`src/rtl/slon_adc_pkg.sv`:
```
// Shared types and default parameters for the ADC receive path.
package slon_adc_pkg;

    localparam int DIN_WIDTH_DEF    = 12;
    localparam int CLK_FACTOR_DEF   = 8;
    localparam int SAMPLE_PHASE_DEF = 6;
    localparam int FIFO_DEPTH_DEF   = 4;
    localparam int SAMPLE_CNT_W     = 32;

    typedef bit [DIN_WIDTH_DEF-1:0]           Sample_t;
    typedef bit [$clog2(CLK_FACTOR_DEF)-1:0]  Phase_t;

endpackage

```
`src/rtl/slon_sfifo.sv`:
```
// Single-clock sample FIFO with a registered output stage; occupancy counts every
// stored word, including the one currently presented on o_dout.
module slon_sfifo #(
    parameter int WIDTH = 12,
    parameter int DEPTH = 4
) (
    input  logic             clk,
    input  logic             rst,
    input  logic             i_push,
    input  logic [WIDTH-1:0] i_din,
    input  logic             i_pop,
    output logic [WIDTH-1:0] o_dout,
    output logic             o_valid,
    output logic             o_full,
    output logic             o_empty
);

    localparam int AW = (DEPTH > 1) ? $clog2(DEPTH) : 1;
    localparam int CW = AW + 1;

    logic [WIDTH-1:0] r_mem [DEPTH];
    logic [AW-1:0]    r_wr;
    logic [AW-1:0]    r_rd;
    logic [CW-1:0]    r_cnt;
    logic             r_valid;
    logic [WIDTH-1:0] r_dout;

    logic             w_rd_en;
    logic             w_wr_en;
    logic [AW-1:0]    w_rd_nxt;
    logic [CW-1:0]    w_cnt_left;

    assign o_full     = (r_cnt == CW'(DEPTH));
    assign o_empty    = (r_cnt == '0);
    assign w_rd_en    = i_pop && r_valid;
    assign w_wr_en    = i_push && (!o_full || w_rd_en);
    assign w_rd_nxt   = r_rd + AW'(w_rd_en);
    assign w_cnt_left = r_cnt - CW'(w_rd_en);

    always_ff @(posedge clk) begin
        if (w_wr_en) begin
            r_mem[r_wr] <= i_din;
        end
    end

    // The output stage looks only at words stored before this edge, which gives
    // the one-cycle push-to-valid delay and keeps o_valid independent of i_pop timing.
    always_ff @(posedge clk or posedge rst) begin
        if (rst) begin
            r_wr    <= '0;
            r_rd    <= '0;
            r_cnt   <= '0;
            r_valid <= 1'b0;
            r_dout  <= '0;
        end else begin
            if (w_wr_en) begin
                r_wr <= r_wr + AW'(1);
            end
            r_rd    <= w_rd_nxt;
            r_cnt   <= w_cnt_left + CW'(w_wr_en);
            r_valid <= (w_cnt_left != '0);
            r_dout  <= r_mem[w_rd_nxt];
        end
    end

    assign o_dout  = r_dout;
    assign o_valid = r_valid;

endmodule

```
`src/rtl/slon_adc_rx.sv`:
```
// ADC receiver: divided converter clock, fixed-phase capture of the registered pin
// word, sample FIFO onto a valid/ready stream, sticky overflow and sample counter.
module slon_adc_rx
    import slon_adc_pkg::*;
#(
    parameter int DIN_WIDTH    = DIN_WIDTH_DEF,
    parameter int CLK_FACTOR   = CLK_FACTOR_DEF,
    parameter int SAMPLE_PHASE = SAMPLE_PHASE_DEF,
    parameter int FIFO_DEPTH   = FIFO_DEPTH_DEF
) (
    input  logic                    clk,
    input  logic                    rst,
    input  logic                    en,
    output logic                    adc_clk,
    input  logic [DIN_WIDTH-1:0]    adc_din,
    output logic [DIN_WIDTH-1:0]    m_data,
    output logic                    m_valid,
    input  logic                    m_ready,
    output logic                    ovf,
    input  logic                    ovf_clr,
    output logic [SAMPLE_CNT_W-1:0] sample_cnt
);

    localparam int              PH_W      = $clog2(CLK_FACTOR);
    localparam logic [PH_W-1:0] PH_RISE   = PH_W'(CLK_FACTOR / 2 - 1);
    localparam logic [PH_W-1:0] PH_LAST   = PH_W'(CLK_FACTOR - 1);
    localparam logic [PH_W-1:0] PH_SAMPLE = PH_W'(SAMPLE_PHASE);

    logic [PH_W-1:0]         r_phase;
    logic                    r_adc_clk;
    logic [DIN_WIDTH-1:0]    r_din_q;
    logic                    r_ovf;
    logic [SAMPLE_CNT_W-1:0] r_sample_cnt;

    logic                    w_strobe;
    logic                    w_pop;
    logic                    w_push;
    logic                    w_drop;
    logic                    w_full;
    logic                    w_empty;
    logic                    w_valid;
    logic [DIN_WIDTH-1:0]    w_data;

    assign w_strobe = en && (r_phase == PH_SAMPLE);
    assign w_pop    = w_valid && m_ready && !w_empty;
    assign w_push   = w_strobe && (!w_full || w_pop);
    assign w_drop   = w_strobe && w_full && !w_pop;

    always_ff @(posedge clk or posedge rst) begin
        if (rst) begin
            r_phase   <= '0;
            r_adc_clk <= 1'b0;
        end else if (!en) begin
            r_phase   <= '0;
            r_adc_clk <= 1'b0;
        end else begin
            r_phase <= (r_phase == PH_LAST) ? '0 : r_phase + PH_W'(1);
            if (r_phase == PH_RISE) begin
                r_adc_clk <= 1'b1;
            end else if (r_phase == PH_LAST) begin
                r_adc_clk <= 1'b0;
            end
        end
    end

    // Pins are only ever seen through this flop.
    always_ff @(posedge clk or posedge rst) begin
        if (rst) begin
            r_din_q <= '0;
        end else begin
            r_din_q <= adc_din;
        end
    end

    always_ff @(posedge clk or posedge rst) begin
        if (rst) begin
            r_ovf        <= 1'b0;
            r_sample_cnt <= '0;
        end else begin
            if (w_drop) begin
                r_ovf <= 1'b1;
            end else if (ovf_clr) begin
                r_ovf <= 1'b0;
            end
            if (w_push) begin
                r_sample_cnt <= r_sample_cnt + SAMPLE_CNT_W'(1);
            end
        end
    end

    slon_sfifo #(
        .WIDTH (DIN_WIDTH),
        .DEPTH (FIFO_DEPTH)
    ) u_fifo (
        .clk     (clk),
        .rst     (rst),
        .i_push  (w_push),
        .i_din   (r_din_q),
        .i_pop   (w_pop),
        .o_dout  (w_data),
        .o_valid (w_valid),
        .o_full  (w_full),
        .o_empty (w_empty)
    );

    assign adc_clk    = r_adc_clk;
    assign m_data     = w_data;
    assign m_valid    = w_valid;
    assign ovf        = r_ovf;
    assign sample_cnt = r_sample_cnt;

endmodule

```
`config.mk`:
```
export PLATFORM = sky130hd
export DESIGN_NAME = slon_adc_rx
export DESIGN_NICKNAME = d
export VERILOG_FILES = /design/src/rtl/slon_adc_pkg.sv /design/src/rtl/slon_sfifo.sv /design/src/rtl/slon_adc_rx.sv
export SDC_FILE = /design/constraint.sdc
export NUM_CORES = 1
export LEC_CHECK = 0
export CAP_MARGIN = 20
export CELL_PAD_IN_SITES_DETAIL_PLACEMENT = 0
export CELL_PAD_IN_SITES_GLOBAL_PLACEMENT = 1
export CORE_MARGIN = 4
export CORE_UTILIZATION = 45
export CTS_CLUSTER_DIAMETER = 120
export DETAILED_ROUTE_END_ITERATION = 16
export GPL_TIMING_DRIVEN = 0
export PLACE_DENSITY_LB_ADDON = 0.08
export SETUP_SLACK_MARGIN = 0.4
export SKIP_LAST_GASP = 1
export SYNTH_ARGS = -nofsm -noshare
export SYNTH_HDL_FRONTEND = slang
export SYNTH_SLANG_ARGS = --single-unit
```
`constraint.sdc`:
```
create_clock -name clk -period 2.81 [get_ports clk]
set_input_delay 0.562 -clock clk [delete_from_list [all_inputs] [get_ports clk]]
set_output_delay 0.562 -clock clk [all_outputs]
set_load 0.01 [all_outputs]
```
==> out/results.tsv <==
metric	value	unit
clock slew at reported path FFs	60	ps
Starting Density	46.01	%
Congestion Overflow GR	0	
final WL	7.715	mm
Worst Max-Slew Pin Slew	657.1	ps
largest net degree at the start of global routing	50	
nets	395	
CP max FO	10	
R2R setup slack	530	ps
Seq cells post-synth	117	
reg2reg start	u_fifo.r_cnt[2]$_DFF_PP0_	
syn_area_per_cell	16.00	um^2
CTS Buf Count	17	
Synth Cell Area	4497	um^2
Worst Setup Start Kind	flop	
crit-path cells	clkbuf_1 -> o311a_1 -> ha_1 -> xor2_1 -> clkbuf_4 -> mux4_2	
peak supply drop	621.0	uV
IO buf count	63	
Synth Warn #	0	
CTS tree	built	
Die W	108.0	um
Crit. End Element	flop	
Placer Congestion	0.7657	
max cap viols	0	
initial antenna violation count	0	
Area Growth Syn to Fin	32.03	%
DP Wirelength	5.209	mm
post-route core utilization	60.74	%
Final ANT Viol Nets	0	
relative slew slack	56.19	%
Final Max Slew Viols	0	
Final setup violation count	0	
Ports	64	
WL/cell	15.13	um
minimum clock period	2277	ps
Netlist cell types	32	
H-tree depth	4	
core area	9774	um^2
vias	2445	
diode count	0	
DRC	0	
Sw Share	24.82	%
Critical Path RT	3180	ps
status	complete, no violations	
initial DRC count	37	
Clk pwr share	41.2	%
Die H	108.0	um
Worst path max stage delay	360	ps
leak pwr	2.435	nW
Synth area leader	dfrtp_1	
Cell Rows	36	
Max Fclk	439.2	MHz
vias in the first global route	2564	
worst reg-to-reg path cell count	6	
Fin Clk Skew	10.79	ps
DR pass1 iterations	4	
area share of the largest cell type after synthesis	38.40	%
final cycle utilization of the critical path	81.03	%
CP max stage cell	dfrtp_1	
CTS Sinks	117	
clk_lat worst skew	500	ps
P_int	3.897	mW
unrepaired setup endpoints after global routing	true	
register area share after synthesis	70.45	%
Max Root-Sink Buffers	2	
share of post-route cells with drive strength above 1	16.45	%
r2r endpoint	u_fifo.o_dout[8]$_DFF_PP0_	
clock root buffer	clkbuf_8	
Die Area	11660	um^2
# Post-CTS Setup Buffers	0	
Post-Syn Instances	281	
Hold Vio Cnt, Final	0	
post-layout total power	5.183	mW
switching power	1.286	mW
largest cells by area after synthesis	dfrtp_1 (38%), edfxtp_1 (32%), mux4_2 (6.0%)	
Worst EP arrival	2650	ps
Post-Syn Nets	312	
vias per std cell	4.794	
first-pass GRT wire length	12.81	mm
power density cells	873.1	nW/um^2
Seq pwr share	39.6	%
Tightest Hold Check Type	in2async	
Total Routing Usage GR	14.73	%
class of the most critical setup path	reg2reg	
combinational cell fraction of total power	19.2	%
## area by class of cell
| class | count | area (um^2) |
|---|---|---|
| fillers | 772 | 3837 |
| flip-flops and latches | 117 | 3168 |
| multi-input cells | 146 | 1260 |
| repair buffers | 64 | 658.1 |
| clock buffers | 18 | 427.9 |
| clock inverters | 14 | 173.9 |
| well taps | 133 | 166.4 |
| inverters | 14 | 55.05 |
| plain buffers | 4 | 27.53 |
## Yosys cell counts, drive strengths merged
master,number
ha,14
dfrtp,69
nor3b,1
and3,2
nand2,16
nor2,18
inv,14
a211oi,2
o311a,2
a21oi,2
edfxtp,48
buf,3
nand4,10
clkbuf,1
xor2,18
o22ai,1
nor2b,3
nand3,14
o21ai,1
and2b,1
nor3,4
or2,1
and2,4
nand2b,1
o21a,1
mux4,12
mux2,1
xnor2,17
## critical path: cells and delay by family (launching register included)
kind	cells	cell delay (ps)
mux	1	330
buf+inv	2	560
compound gates	1	350
xor+xnor	1	350
fa+ha+maj	1	190
flops	1	360
## state kept, by name, summed over array words and instances (netlist names)
| signal | cells |
|---|---|
| adc_clk | 1 |
| u_fifo.r_cnt | 3 |
| u_fifo.r_rd | 2 |
| sample_cnt | 32 |
| u_fifo.r_wr | 2 |
| u_fifo.r_mem | 48 |
| r_din_q | 12 |
| ovf | 1 |
| r_phase | 3 |
| u_fifo.o_dout | 12 |
| u_fifo.o_valid | 1 |
## kinds of logic after synthesis
logic type	after synthesis	synth area share [%]
xor+xnor	35	6.817
buf+inv	18	1.586
fa+ha+maj	14	3.895
compound gates	9	2.059
mux	13	6.260
flops	117	70.45
simple gates	75	8.932
## power groups by stage
stage | logic, mW | registers, mW | clock network (mW)
2_1_floorplan | 0.579 | 2.12 | 0
3_3_place_gp | 0.980 | 2.08 | 0
6_report | 0.996 | 2.05 | 2.14
5_1_grt | 1.09 | 2.07 | 2.27
4_1_cts | 1.01 | 2.06 | 2.19
3_5_place_dp | 0.998 | 2.09 | 0
## metrics by stage
step / cells / hold WS [ps] / TNS, ps / area (um^2) / worst slack [ps]
CTS: 510 / 347.5 / 0 / 5928 / 426.5
detailed placement: 478 / 457.1 / -319.8 / 5324 / -21.67
global route: 510 / 389.2 / 0 / 5937 / 390.6
floorplan: 281 / 435.8 / 0 / 4497 / 508.1
finish: 510 / 360.5 / 0 / 5937 / 533.0
global placement: 477 / 454.9 / -59850 / 5294 / -847.3
## how the worst max path moves through the flow
| stage | startpoint | to |
|---|---|---|
| final | u_fifo.r_cnt[2]$_DFF_PP0_ | u_fifo.o_dout[8]$_DFF_PP0_ |
| after global routing | u_fifo.r_cnt[2]$_DFF_PP0_ | u_fifo.o_dout[8]$_DFF_PP0_ |
| after CTS | u_fifo.r_cnt[2]$_DFF_PP0_ | u_fifo.o_dout[8]$_DFF_PP0_ |
| after detailed placement | en | u_fifo.r_mem[3][6]$_DFFE_PP_ |
| after global placement | rst | r_din_q[9]$_DFF_PP0_ |
| after floorplan | rst | adc_clk$_DFFE_PP0P_ |
## cells in the final DEF (no fill, tap or decap), drive strengths merged, types with 2 or more instances in the layout
cell           netlist  routed
and3                 2       2
nand2               16      16
clkdlybuf4s50        0      63
o311a                2       2
nor2                18      18
a21oi                2       2
buf                  3       3
a211oi               2       2
nor2b                3       3
inv                 14      17
clkbuf               1      20
nand4               10      10
dfrtp               69      69
bufinv               0       3
clkinv               0       7
nor3                 4       4
edfxtp              48      48
ha                  14      14
xnor2               17      17
mux4                12      12
nand3               14      14
and2                 4       4
xor2                18      18
## per-layer routing
layer	global-route usage [%]	up-vias	part of all wire (%)
met5	0	-	0
met4	6.402	0	1.4
met3	4.239	10	4.5
met2	23.89	45	50
met1	18.56	1223	44
li1	-	1167	-
## repair_timing
action | 4_1_cts | 5_1_grt
resized for setup | 1 | 4
pin swaps | 0 | 0
hold buffers | 0 | 0
endpoints found under the setup margin | 10 | 29
No activity file was read; power rests on OpenSTA's default activity.
